<file path="src/rtl/seq_pkg.sv">
// Shared defaults and helpers for the serial pattern counter.
// Imported by the counter top and its saturating sub-counter.
package seq_pkg;

    localparam int PAT_W_DEF = 3;
    localparam int CNT_W_DEF = 8;

    function automatic int cnt_max(input int width);
        return (1 << width) - 1;
    endfunction

endpackage

</file>
<file path="src/rtl/sat_counter.sv">
// Saturating up-counter with a sticky overflow flag.
// An increment at the maximum leaves q unchanged and raises sat.
module sat_counter
    import seq_pkg::*;
#(
    parameter int WIDTH = CNT_W_DEF
) (
    input  logic             clk,
    input  logic             rst_n,
    input  logic             inc,
    input  logic             clr,
    output logic [WIDTH-1:0] q,
    output logic             sat
);

    localparam logic [WIDTH-1:0] MAX = WIDTH'(cnt_max(WIDTH));

    logic [WIDTH-1:0] r_q;
    logic             r_sat;

    always_ff @(posedge clk) begin
        if (!rst_n) begin
            r_q   <= '0;
            r_sat <= 1'b0;
        end else if (clr) begin
            r_q   <= '0;
            r_sat <= 1'b0;
        end else if (inc) begin
            if (r_q == MAX) begin
                r_sat <= 1'b1;
            end else begin
                r_q <= r_q + 1'b1;
            end
        end
    end

    assign q   = r_q;
    assign sat = r_sat;

endmodule

</file>
<file path="src/rtl/seq_pattern_counter.sv">
// Serial bit-pattern detector with overlap control and a saturating
// occurrence counter; all outputs are registered.
module seq_pattern_counter
    import seq_pkg::*;
#(
    parameter int PAT_W = PAT_W_DEF,
    parameter int CNT_W = CNT_W_DEF
) (
    input  logic             clk,
    input  logic             rst_n,
    input  logic             din_valid,
    input  logic             din,
    input  logic [PAT_W-1:0] pattern,
    input  logic             overlap_en,
    input  logic             clear,
    output logic             match,
    output logic [CNT_W-1:0] count,
    output logic             sat
);

    localparam int FW = $clog2(PAT_W + 1);
    localparam logic [FW-1:0] FILL_FULL = FW'(PAT_W);
    localparam logic [FW-1:0] FILL_THR  = FW'(PAT_W - 1);

    logic [PAT_W-1:0] r_sr;
    logic [FW-1:0]    r_fill;
    logic             r_match;

    logic [PAT_W-1:0] w_win;
    logic             w_accept;
    logic             w_hit;

    assign w_win    = {r_sr[PAT_W-2:0], din};
    assign w_accept = din_valid & ~clear;
    // fill+1 >= PAT_W, written without the carry into an extra bit
    assign w_hit    = w_accept && (r_fill >= FILL_THR) && (w_win == pattern);

    always_ff @(posedge clk) begin
        if (!rst_n) begin
            r_sr    <= '0;
            r_fill  <= '0;
            r_match <= 1'b0;
        end else if (clear) begin
            r_sr    <= '0;
            r_fill  <= '0;
            r_match <= 1'b0;
        end else begin
            r_match <= w_hit;
            if (din_valid) begin
                r_sr <= w_win;
                if (w_hit && !overlap_en) begin
                    r_fill <= '0;
                end else if (r_fill != FILL_FULL) begin
                    r_fill <= r_fill + 1'b1;
                end
            end
        end
    end

    sat_counter #(
        .WIDTH(CNT_W)
    ) u_cnt (
        .clk  (clk),
        .rst_n(rst_n),
        .inc  (w_hit),
        .clr  (clear),
        .q    (count),
        .sat  (sat)
    );

    assign match = r_match;

endmodule

</file>
<file path="config.mk">
export PLATFORM = sky130hd
export DESIGN_NAME = seq_pattern_counter
export DESIGN_NICKNAME = d
export VERILOG_FILES = /design/src/rtl/seq_pkg.sv /design/src/rtl/sat_counter.sv /design/src/rtl/seq_pattern_counter.sv
export SDC_FILE = /design/constraint.sdc
export NUM_CORES = 1
export LEC_CHECK = 0
export CORE_MARGIN = 2
export CORE_UTILIZATION = 40
export CTS_BUF_LIST = sky130_fd_sc_hd__clkbuf_8
export CTS_CLUSTER_DIAMETER = 150
export CTS_CLUSTER_SIZE = 25
export DETAILED_ROUTE_END_ITERATION = 8
export PLACE_DENSITY = 0.7
export SETUP_SLACK_MARGIN = 0.1
export SYNTH_ARGS = -nofsm -noshare
export SYNTH_HDL_FRONTEND = slang
export SYNTH_HIERARCHICAL = 1
export SYNTH_SLANG_ARGS = --single-unit
</file>
<file path="constraint.sdc">
create_clock -name clk -period 1.6 [get_ports clk]
set_input_delay 0.4 -clock clk [delete_from_list [all_inputs] [get_ports clk]]
set_output_delay 0.4 -clock clk [all_outputs]
set_load 0.01 [all_outputs]
</file>
==> results.txt <==
Status: finished, final reports clean
R2r endpoint: u_cnt/q[3]
Nets@finish: 129
WP buf/inv: 1
Largest delay contributor family on the critical path: simple AND/OR/NAND/NOR gates
Mapped Nets: 92
Fin Clk Skew: 3.89 ps
Maximum fanout along the worst path: 5
H-tree depth: 1
Worst min-delay path class: reg -> reg
Synth Flop Type: dfxtp_1
Post-Syn Area: 744 um2
Post-Syn Area per Cell: 9.31 um2
WP data arrival: 1660 ps
CTS Buffer Depth: 2
Max Clk Rate: 669 MHz
Place WS: -452 ps
Critical Path Max Stage Delay: 340 ps
Core Area: 1750 um2
Vias in the first global route: 676
Die H: 47.1 um
Worst R2R Setup Slack: 120 ps
Drc violations: 0
Pleak: 0.515 nW
Total GRT Usage: 0.189
Chip width: 47.1 um
Post-synth EDFFs: 0
Clk Latency, worst-skew pair: 240 ps
WL per Instance: 12.1 um
Slew Limit Fails: 0
RePlAce Congestion: 0.842
GRT Residual Overflow: 0
First-pass GRT wire length: 2860 um
Layout cells sized above 1: 0.365
Slowest stage cell, crit path: or3_1
Dominant cells by area after synthesis: dfxtp_1 38%, mux2i_1 5.4%, ha_1 5.0%
Slew HR: 0.776
Final worst setup slack: 104 ps
Sink Count: 14
Final count of hold timing violations: 0
Power Density: 593 nW/um2
Largest family of logic cells by synthesized area: simple AND/OR/NAND/NOR gates
Synth cell types: 32
Utilization after layout: 0.686
Hold EP: u_cnt/q[5]
Commonest cells post-synth: 14 x dfxtp_1, 10 x nand2_1
Port Buf Inserts: 18
CTS buffer count: 3
Post-synth ARST share: 0
Synth Warn #: 6
TritonCTS clock tree: done
CP Capture Type: flop
Count leader, synth: dfxtp_1
Fin Hold WS: 477 ps
WL final: 1700 um
Reg clk slew, reported paths: 60 ps
Max Cap Violations: 0
Synth Area in XOR/XNOR: 0.0471
Via Count: 731
Min Tclk post-route: 1500 ps
RSZ-0062 raised after global routing: true
Area share of fa/ha/maj cells after synthesis: 0.0504
P&R area growth vs syn: 60.8%
Setup Crit Path Kind: in -> reg
Initial antenna violation count: 0
Final instance area: 1200 um2
Setup violations, final: 0
IO Pins: 19
Initial DRC count: 6
Hold Startpoint: u_cnt/q[5]
Mux contribution to synthesized area: 0.0538
Cells after Synth: 80
Diodes inserted: 0
Area share of the largest cell type after synthesis: 0.376
Hpwl dp: 1280 um
First drt pass iteration count: 2
Top cell type by total area after synthesis: dfxtp_1
Largest net degree at the start of global routing: 10
Tot Pwr: 710 uW
Reg-to-reg startpoint: r_sr[0]
Initial Util: 0.427
Peak VDD IR: 0.000497 V
Register area share after synthesis: 0.376
Critical Path RT: 1770 ps
Multi-input gate area: 527 um2
Setup crit start kind: primary input
Clock root cell: clkbuf_8
Synth Register Bits: 14
Filler Cell Count: 139
Synth Area in Compound Gates: 0.171
R2r worst-path depth: 6
CP Cell Sequence: dlygate4sd2_1, xnor2_1, nand2_1, nor2_4, nand4_1, or3_1, o21ai_1
Period utilization: 0.935
Die ar.: 2220 um2
DP Area: 1050 um2
Via density: 5.22
Register Area: 293 um2
Simple-gate share of the synthesized area: 0.250
Worst-margin pin slew: 335 ps
Hold path depth: 1
DRT antenna net count: 0
Row cnt: 15
## kinds of logic (layout without fill, tap and decap cells)
| family | count (synthesis) | count (layout) |
|---|---|---|
| simple gates | 33 | 33 |
| flops | 14 | 14 |
| fa+ha+maj | 3 | 3 |
| compound gates | 17 | 17 |
| buf+inv | 5 | 40 |
| mux | 4 | 4 |
| xor+xnor | 4 | 4 |
## cells in the final DEF, fill, tap and decap left out, types with 4 or more instances in the layout
cell and instances:
mux2i_1 4, dlygate4sd2_1 13, nand2_1 10, nor3_1 4, buf_4 17, dfxtp_2 4, dfxtp_1 8
## how the worst max path moves through the flow
| stage | from | to | depth (start not counted) |
|---|---|---|---|
| 2_1_floorplan | r_fill[1] | u_cnt/q[7] | 6 |
| 3_3_place_gp | pattern[1] | u_cnt/q[7] | 7 |
| 3_5_place_dp | pattern[1] | u_cnt/q[3] | 7 |
| 4_1_cts | pattern[1] | u_cnt/q[3] | 7 |
| 5_1_grt | pattern[1] | u_cnt/q[3] | 7 |
| 6_report | pattern[2] | u_cnt/q[3] | 7 |
## layer usage
metal / up-vias / part of all wire / GRT usage
met5: - / 0 / 0
met4: 0 / 0.018 / 0.122
met3: 4 / 0.030 / 0.0385
met2: 15 / 0.56 / 0.351
met1: 346 / 0.40 / 0.189
li1: 366 / - / -
## where the power goes
group / total, mW / switching (mW) / internal [mW] / leakage [nW]
combinational: 0.0779 / 0.0335 / 0.0443 / 0.377
clock: 0.279 / 0.113 / 0.166 / 0.0216
sequential: 0.353 / 0.00339 / 0.350 / 0.116
total: 0.710 / 0.150 / 0.560 / 0.515
## repair_timing
action                                  CTS  global route
hold buffers                              0             0
endpoints found under the setup margin   18            12
gates resized for setup                  32             8
buffers inserted                          3             1
pin swaps                                13             7
## metrics by stage
| step | cells | TNS, ps |
|---|---|---|
| floorplan | 80 | 0 |
| global placement | 133 | -3070 |
| detailed placement | 133 | -3710 |
| CTS | 139 | 0 |
| global route | 140 | 0 |
| finish | 140 | 0 |
## cell type report
cell class              count  area share
clock buffers               3      0.0345
well taps                  25      0.0261
flip-flops and latches     14       0.245
repair buffers             35       0.249
multi-input cells          61       0.440
inverters                   2     0.00627
## registers in the layout, indices dropped and copies added (netlist names)
name       count
match          1
r_fill         2
r_sr           2
u_cnt/q        8
u_cnt/sat      1
Power figures use the tool's default switching activity.
